**config.mk**
```make
export PLATFORM = sky130hd
export DESIGN_NAME = fb_read_sequencer
export DESIGN_NICKNAME = d
export VERILOG_FILES = /design/src/rtl/fb_read_sequencer.sv
export SDC_FILE = /design/constraint.sdc
export NUM_CORES = 1
export LEC_CHECK = 0
export ABC_AREA = 0
export BUFFER_PORTS_ARGS = -buffer_cell sky130_fd_sc_hd__buf_2
export CELL_PAD_IN_SITES_DETAIL_PLACEMENT = 1
export CELL_PAD_IN_SITES_GLOBAL_PLACEMENT = 2
export CORE_ASPECT_RATIO = 0.7
export CORE_MARGIN = 1
export CORE_UTILIZATION = 38
export DETAILED_ROUTE_END_ITERATION = 10
export PLACE_DENSITY_LB_ADDON = 0.3
export SYNTH_ARGS = -nofsm -noshare
export SYNTH_HDL_FRONTEND = slang
export SYNTH_SLANG_ARGS = --single-unit
```
**constraint.sdc**
```tcl
create_clock -name clk_in -period 5 [get_ports clk_in]
set_clock_uncertainty 0.1 [all_clocks]
set_input_delay 1 -clock clk_in [delete_from_list [all_inputs] [get_ports clk_in]]
set_output_delay 1 -clock clk_in [all_outputs]
set_load 0.02 [all_outputs]
```
**src/rtl/fb_read_sequencer.sv**
```systemverilog
// rtl/fb_read_sequencer.sv - raster-order framebuffer reader feeding the SPI TX path over valid/ready.
// Optional continuous streaming when FB_READ_SEQ_CONTINUOUS_EN is defined.
module fb_read_sequencer #(
    parameter int H_COUNT      = 10,
    parameter int V_COUNT      = 8,
    parameter int PIXEL_WIDTH  = 8,
    parameter int BRAM_LATENCY = 2,
    parameter int READ_PERIOD  = 12
) (
    input  logic                                 clk_in,
    input  logic                                 rst_in,
    input  logic                                 start_in,
    input  logic                                 abort_in,
    output logic                                 rd_en_out,
    output logic [$clog2(H_COUNT*V_COUNT)-1:0]   addr_out,
    input  logic [PIXEL_WIDTH-1:0]               bram_data_in,
    output logic [PIXEL_WIDTH-1:0]               pixel_out,
    output logic                                 pixel_valid_out,
    input  logic                                 pixel_ready_in,
    output logic                                 pixel_last_out,
    output logic [$clog2(H_COUNT)-1:0]           hcount_out,
    output logic [$clog2(V_COUNT)-1:0]           vcount_out,
    output logic                                 busy_out,
    output logic                                 done_out
);

    localparam int AW = $clog2(H_COUNT*V_COUNT);
    localparam int HW = $clog2(H_COUNT);
    localparam int VW = $clog2(V_COUNT);
    localparam int PW = $clog2(READ_PERIOD+1);
    localparam int LW = $clog2(BRAM_LATENCY+1);

    localparam logic [HW-1:0] H_LAST    = HW'(H_COUNT-1);
    localparam logic [VW-1:0] V_LAST    = VW'(V_COUNT-1);
    localparam logic [PW-1:0] PACE_LOAD = PW'(READ_PERIOD-1);
    localparam logic [LW-1:0] LAT_LOAD  = LW'(BRAM_LATENCY-1);

    localparam logic [2:0] S_IDLE    = 3'd0;
    localparam logic [2:0] S_ISSUE   = 3'd1;
    localparam logic [2:0] S_WAIT    = 3'd2;
    localparam logic [2:0] S_PRESENT = 3'd3;
    localparam logic [2:0] S_GAP     = 3'd4;

    logic [2:0]             state_q, state_d;
    logic [HW-1:0]          h_q, h_d;
    logic [VW-1:0]          v_q, v_d;
    logic [AW-1:0]          lin_q, lin_d;
    logic [PW-1:0]          pace_q, pace_d;
    logic [LW-1:0]          lat_q, lat_d;
    logic                   rd_en_q, rd_en_d;
    logic [AW-1:0]          addr_q, addr_d;
    logic [PIXEL_WIDTH-1:0] pixel_q, pixel_d;
    logic                   valid_q, valid_d;
    logic                   last_q, last_d;
    logic [HW-1:0]          hcnt_q, hcnt_d;
    logic [VW-1:0]          vcnt_q, vcnt_d;
    logic                   busy_q, busy_d;
    logic                   done_q, done_d;

    logic [PW-1:0]          pace_dec;
    logic                   handshake;
    logic                   frame_last;

    assign pace_dec   = (pace_q == '0) ? '0 : pace_q - PW'(1);
    assign handshake  = valid_q && pixel_ready_in;
    assign frame_last = (h_q == H_LAST) && (v_q == V_LAST);

    always_comb begin
        state_d = state_q;
        h_d     = h_q;
        v_d     = v_q;
        lin_d   = lin_q;
        pace_d  = pace_q;
        lat_d   = lat_q;
        addr_d  = addr_q;
        pixel_d = pixel_q;
        valid_d = valid_q;
        last_d  = last_q;
        hcnt_d  = hcnt_q;
        vcnt_d  = vcnt_q;
        busy_d  = busy_q;
        done_d  = 1'b0;

        if (state_q != S_IDLE) begin
            pace_d = pace_dec;
        end

        case (state_q)
            S_IDLE: begin
                if (start_in && !abort_in) begin
                    state_d = S_ISSUE;
                    h_d     = '0;
                    v_d     = '0;
                    lin_d   = '0;
                    pace_d  = '0;
                    lat_d   = '0;
                    busy_d  = 1'b1;
                end
            end
            S_ISSUE: begin
                pace_d  = PACE_LOAD;
                lat_d   = LAT_LOAD;
                state_d = S_WAIT;
            end
            S_WAIT: begin
                if (lat_q == '0) begin
                    pixel_d = bram_data_in;
                    hcnt_d  = h_q;
                    vcnt_d  = v_q;
                    valid_d = 1'b1;
                    last_d  = frame_last;
                    state_d = S_PRESENT;
                end else begin
                    lat_d = lat_q - LW'(1);
                end
            end
            S_PRESENT: begin
                if (handshake) begin
                    valid_d = 1'b0;
                    last_d  = 1'b0;
                    if (frame_last) begin
                        done_d = 1'b1;
`ifdef FB_READ_SEQ_CONTINUOUS_EN
                        h_d     = '0;
                        v_d     = '0;
                        lin_d   = '0;
                        state_d = S_GAP;
`else
                        busy_d  = 1'b0;
                        state_d = S_IDLE;
`endif
                    end else begin
                        lin_d = lin_q + AW'(1);
                        if (h_q == H_LAST) begin
                            h_d = '0;
                            v_d = v_q + VW'(1);
                        end else begin
                            h_d = h_q + HW'(1);
                        end
                        // A long stall may already have expired the pacing window.
                        state_d = (pace_dec == '0) ? S_ISSUE : S_GAP;
                    end
                end
            end
            S_GAP: begin
                if (pace_dec == '0) begin
                    state_d = S_ISSUE;
                end
            end
            default: state_d = S_IDLE;
        endcase

        // Abort beats any handshake or pending BRAM result in the same cycle.
        if (abort_in && (state_q != S_IDLE)) begin
            state_d = S_IDLE;
            valid_d = 1'b0;
            last_d  = 1'b0;
            busy_d  = 1'b0;
            done_d  = 1'b0;
        end

        rd_en_d = (state_d == S_ISSUE);
        if (rd_en_d) begin
            addr_d = lin_d;
        end
    end

    always_ff @(posedge clk_in or posedge rst_in) begin
        if (rst_in) begin
            state_q <= S_IDLE;
            h_q     <= '0;
            v_q     <= '0;
            lin_q   <= '0;
            pace_q  <= '0;
            lat_q   <= '0;
            rd_en_q <= 1'b0;
            addr_q  <= '0;
            pixel_q <= '0;
            valid_q <= 1'b0;
            last_q  <= 1'b0;
            hcnt_q  <= '0;
            vcnt_q  <= '0;
            busy_q  <= 1'b0;
            done_q  <= 1'b0;
        end else begin
            state_q <= state_d;
            h_q     <= h_d;
            v_q     <= v_d;
            lin_q   <= lin_d;
            pace_q  <= pace_d;
            lat_q   <= lat_d;
            rd_en_q <= rd_en_d;
            addr_q  <= addr_d;
            pixel_q <= pixel_d;
            valid_q <= valid_d;
            last_q  <= last_d;
            hcnt_q  <= hcnt_d;
            vcnt_q  <= vcnt_d;
            busy_q  <= busy_d;
            done_q  <= done_d;
        end
    end

    assign rd_en_out       = rd_en_q;
    assign addr_out        = addr_q;
    assign pixel_out       = pixel_q;
    assign pixel_valid_out = valid_q;
    assign pixel_last_out  = last_q;
    assign hcount_out      = hcnt_q;
    assign vcount_out      = vcnt_q;
    assign busy_out        = busy_q;
    assign done_out        = done_q;

endmodule

```
==> run summary <==
======================================================================================
# clock sinks                                                                       50
Max-slew headroom at the worst pin                                               31.0%
Largest net degree at the start of global routing                                   51
Floorplan die area                                                            6560 um2
Tot GR Track Use                                                                 18.0%
Detailed Place HPWL                                                            3870 um
Buffers from clock root to sink, at most                                             2
Via count of the routed design                                                    1759
Number of gates resized after CTS                                                    0
Worst-path clk slew                                                            0.09 ns
Commonest cells in the synthesized netlist                                50 x sky130_fd_sc_hd__dfrtp_1, 24 x sky130_fd_sc_hd__mux2_2, 22 x sky130_fd_sc_hd__nand2_1, 16 x sky130_fd_sc_hd__o21ai_0, 10 x sky130_fd_sc_hd__inv_1
I/O Pins                                                                            40
Peak VDD IR                                                                   0.166 mV
Final Max Slew Viols                                                                 0
Critical path launch point type                                               register
Pre-CTS worst setup slack                                                      1.95 ns
Sequential share of the synthesized area                                         52.8%
Number of distinct standard cells referenced by the synthesized netlist             44
First DRT Iteration DRCs                                                            62
Mapped Area                                                                   2370 um2
First-pass GRT wire length                                                     8840 um
# port buffers                                                                      39
Number of warning messages in the yosys log                                          0
Die height                                                                     68.1 um
Antenna cells                                                                        0
Synthesis-to-finish area growth                                                  15.0%
Setup tns final                                                                   0 ns
Worst-margin pin slew                                                          1.03 ns
Final min period                                                               2.74 ns
Count of hold-fix buffers inserted at cts                                            0
Number of clock buffers inserted by TritonCTS                                        5
Total power                                                                    1.33 mW
Final standard cell area without fillers                                      2730 um2
Number of global-route vias before repair                                         1699
Clock latency on the worst-skew pair                                           0.30 ns
Power Dens Cells                                                            486 nW/um2
DR WL/cell                                                                     16.1 um
# H-tree levels                                                                      2
Share of the clock period used by the worst path after layout                    54.8%
Largest cells by area after synthesis                                     sky130_fd_sc_hd__dfrtp_1 53%, sky130_fd_sc_hd__mux2_2 11%, sky130_fd_sc_hd__nand2_1 3.5%, sky130_fd_sc_hd__o21ai_0 3.4%, sky130_fd_sc_hd__ha_1 3.2%
Antenna violations before repair                                                     0
Number of enable-type register cells in the synthesized netlist                      0
Syn_nets                                                                           236
Filler Cell Count                                                                  658
Count of final setup violators                                                       0
Pleak                                                                          1.32 nW
Result of the run                                                            completed
Average size of a mapped cell                                                 10.9 um2
Routability cong.                                                                0.808
Maximum Capacitance Violations                                                       0
Portion of synthesized cell area occupied by the leading cell type               52.8%
Fraction of final layout cells with drive strength greater than 1                29.7%
Number of storage elements in the synthesis netlist                                 50
Area of placed instances                                                      2630 um2
Number of post-CTS setup repair buffers                                              0
Initial DRT Pass Iterations                                                          4
Async set-reset flop share out of synthesis                                       100%
Slack of the critical path                                                     2.26 ns
Kind of critical path                                                     register to register
TritonCTS clock tree                                                              done
R2r setup slk                                                                  2.26 ns
Unrepaired setup endpoints after global routing                                  false
Worst hold-check path type                                                register to register
Most frequent cell after synthesis                                        sky130_fd_sc_hd__dfrtp_1
Signal arrival time at the worst endpoint                                      2.84 ns
Die width                                                                      96.4 um
Starting utilization of the core area                                            40.4%
Data required time of the critical path                                        5.09 ns
Remaining number of nets flagged by the antenna check after routing                  0
Routed WL                                                                      5330 um
Nets                                                                               274
Prevailing post-synth register cell                                       sky130_fd_sc_hd__dfrtp_1
Global-route congestion overflow total                                               0
Cells after synthesis                                                              217
Row count                                                                           23
Hold Vio Cnt, Final                                                                  0
Biggest fanout along the worst timing path                                           9
Clock Tree Root                                                           sky130_fd_sc_hd__clkbuf_8
Maximum frequency from static timing analysis                                  365 MHz
Remaining DRCs                                                                       0
Area inside the core boundary                                                 5870 um2
Kind of end point of the critical path                                        register
Cell type contributing the most total cell area after synthesis           sky130_fd_sc_hd__dfrtp_1
Vias per inst                                                                     5.31
======================================================================================
layout make-up:
| type | instances | area, um2 | share of cell area [%] |
|---|---|---|---|
| clock buffer | 6 | 82.6 | 3.03 |
| multi-input combinational | 148 | 1050 | 38.4 |
| tap | 75 | 93.8 | 3.44 |
| inverter | 10 | 37.5 | 1.38 |
| sequential | 50 | 1250 | 45.9 |
| timing repair buffer | 40 | 203 | 7.43 |
| clock inverter | 2 | 12.5 | 0.459 |
registers in the layout (all words and copies together), names as in the netlist, 3 cells and up:
| name | flops |
|---|---|
| hcount_out | 4 |
| pace_q | 4 |
| addr_out | 7 |
| vcount_out | 3 |
| state_q | 3 |
| lin_q | 7 |
| v_q | 3 |
| pixel_out | 8 |
| h_q | 4 |
layer usage:
metal | global-route usage [%] | up-vias | wire length, um
li1 | - | 852 | -
met1 | 27.2 | 869 | 2850
met2 | 26.1 | 33 | 2230
met3 | 4.22 | 5 | 206
met4 | 4.04 | 0 | 38
met5 | 0 | - | 0
cell usage in the layout, fill, tap and decap left out, types with 4 or more instances in the layout:
master	n
sky130_fd_sc_hd__a21oi_1	7
sky130_fd_sc_hd__and2_1	4
sky130_fd_sc_hd__buf_2	39
sky130_fd_sc_hd__clkbuf_8	6
sky130_fd_sc_hd__dfrtp_1	50
sky130_fd_sc_hd__ha_1	6
sky130_fd_sc_hd__inv_1	9
sky130_fd_sc_hd__mux2_2	24
sky130_fd_sc_hd__nand2_1	22
sky130_fd_sc_hd__nand3_1	8
sky130_fd_sc_hd__nor2_1	9
sky130_fd_sc_hd__nor3_1	9
sky130_fd_sc_hd__o21ai_0	16
power by group:
| part | leakage [nW] | switching (mW) | internal [mW] |
|---|---|---|---|
| logic | 0.601 | 0.297 | 0.200 |
| clock network | 0.0472 | 0.138 | 0.112 |
| registers | 0.667 | 0.0809 | 0.497 |
| total | 1.32 | 0.517 | 0.809 |
worst max-delay path, stage by stage, from the launching register on:
cell and delay (ns):
sky130_fd_sc_hd__dfrtp_1 0.41, sky130_fd_sc_hd__ha_1 0.19, sky130_fd_sc_hd__ha_1 0.16, sky130_fd_sc_hd__and4b_1 0.42, sky130_fd_sc_hd__nor2_1 0.11, sky130_fd_sc_hd__o21ai_0 0.62
sky130_fd_sc_hd__a21o_1 0.27, sky130_fd_sc_hd__mux2_2 0.35
per-stage QoR:
step	instances	util, %	hold slack [ns]
global placement	323	44.8	0.362
floorplan	217	-	0.350
finish	331	46.4	0.394
detailed placement	323	44.8	0.381
CTS	331	46.4	0.402
global route	331	46.4	0.424
final timing paths:
kind / from / to / cells past startpoint
max: v_q[0]$_DFFE_PP0P_ / v_q[0]$_DFFE_PP0P_ / 7
min: lat_q[1]$_DFFE_PP0P_ / lat_q[1]$_DFFE_PP0P_ / 2
max reg2reg: v_q[0]$_DFFE_PP0P_ / v_q[0]$_DFFE_PP0P_ / 7
min reg2reg: lat_q[1]$_DFFE_PP0P_ / lat_q[1]$_DFFE_PP0P_ / 2
max in group asynchronous: rst_in / busy_out$_DFFE_PP0P_ / 2
min in group asynchronous: rst_in / pixel_out[4]$_DFFE_PP0P_ / 2
logic make-up after synthesis:
logic type                 count (synthesis)  share of synthesized area (%)
adders and majority gates                  7                           3.59
AOI/OAI and AO/OA                         40                           11.2
xor gates and xnor gates                   3                           1.11
and+or+nand+nor                           71                           15.3
DFF                                       50                           52.8
buffers and inverters                     19                           3.38
muxes                                     27                           12.7
Note: power is estimated with default switching activity, not from simulation.
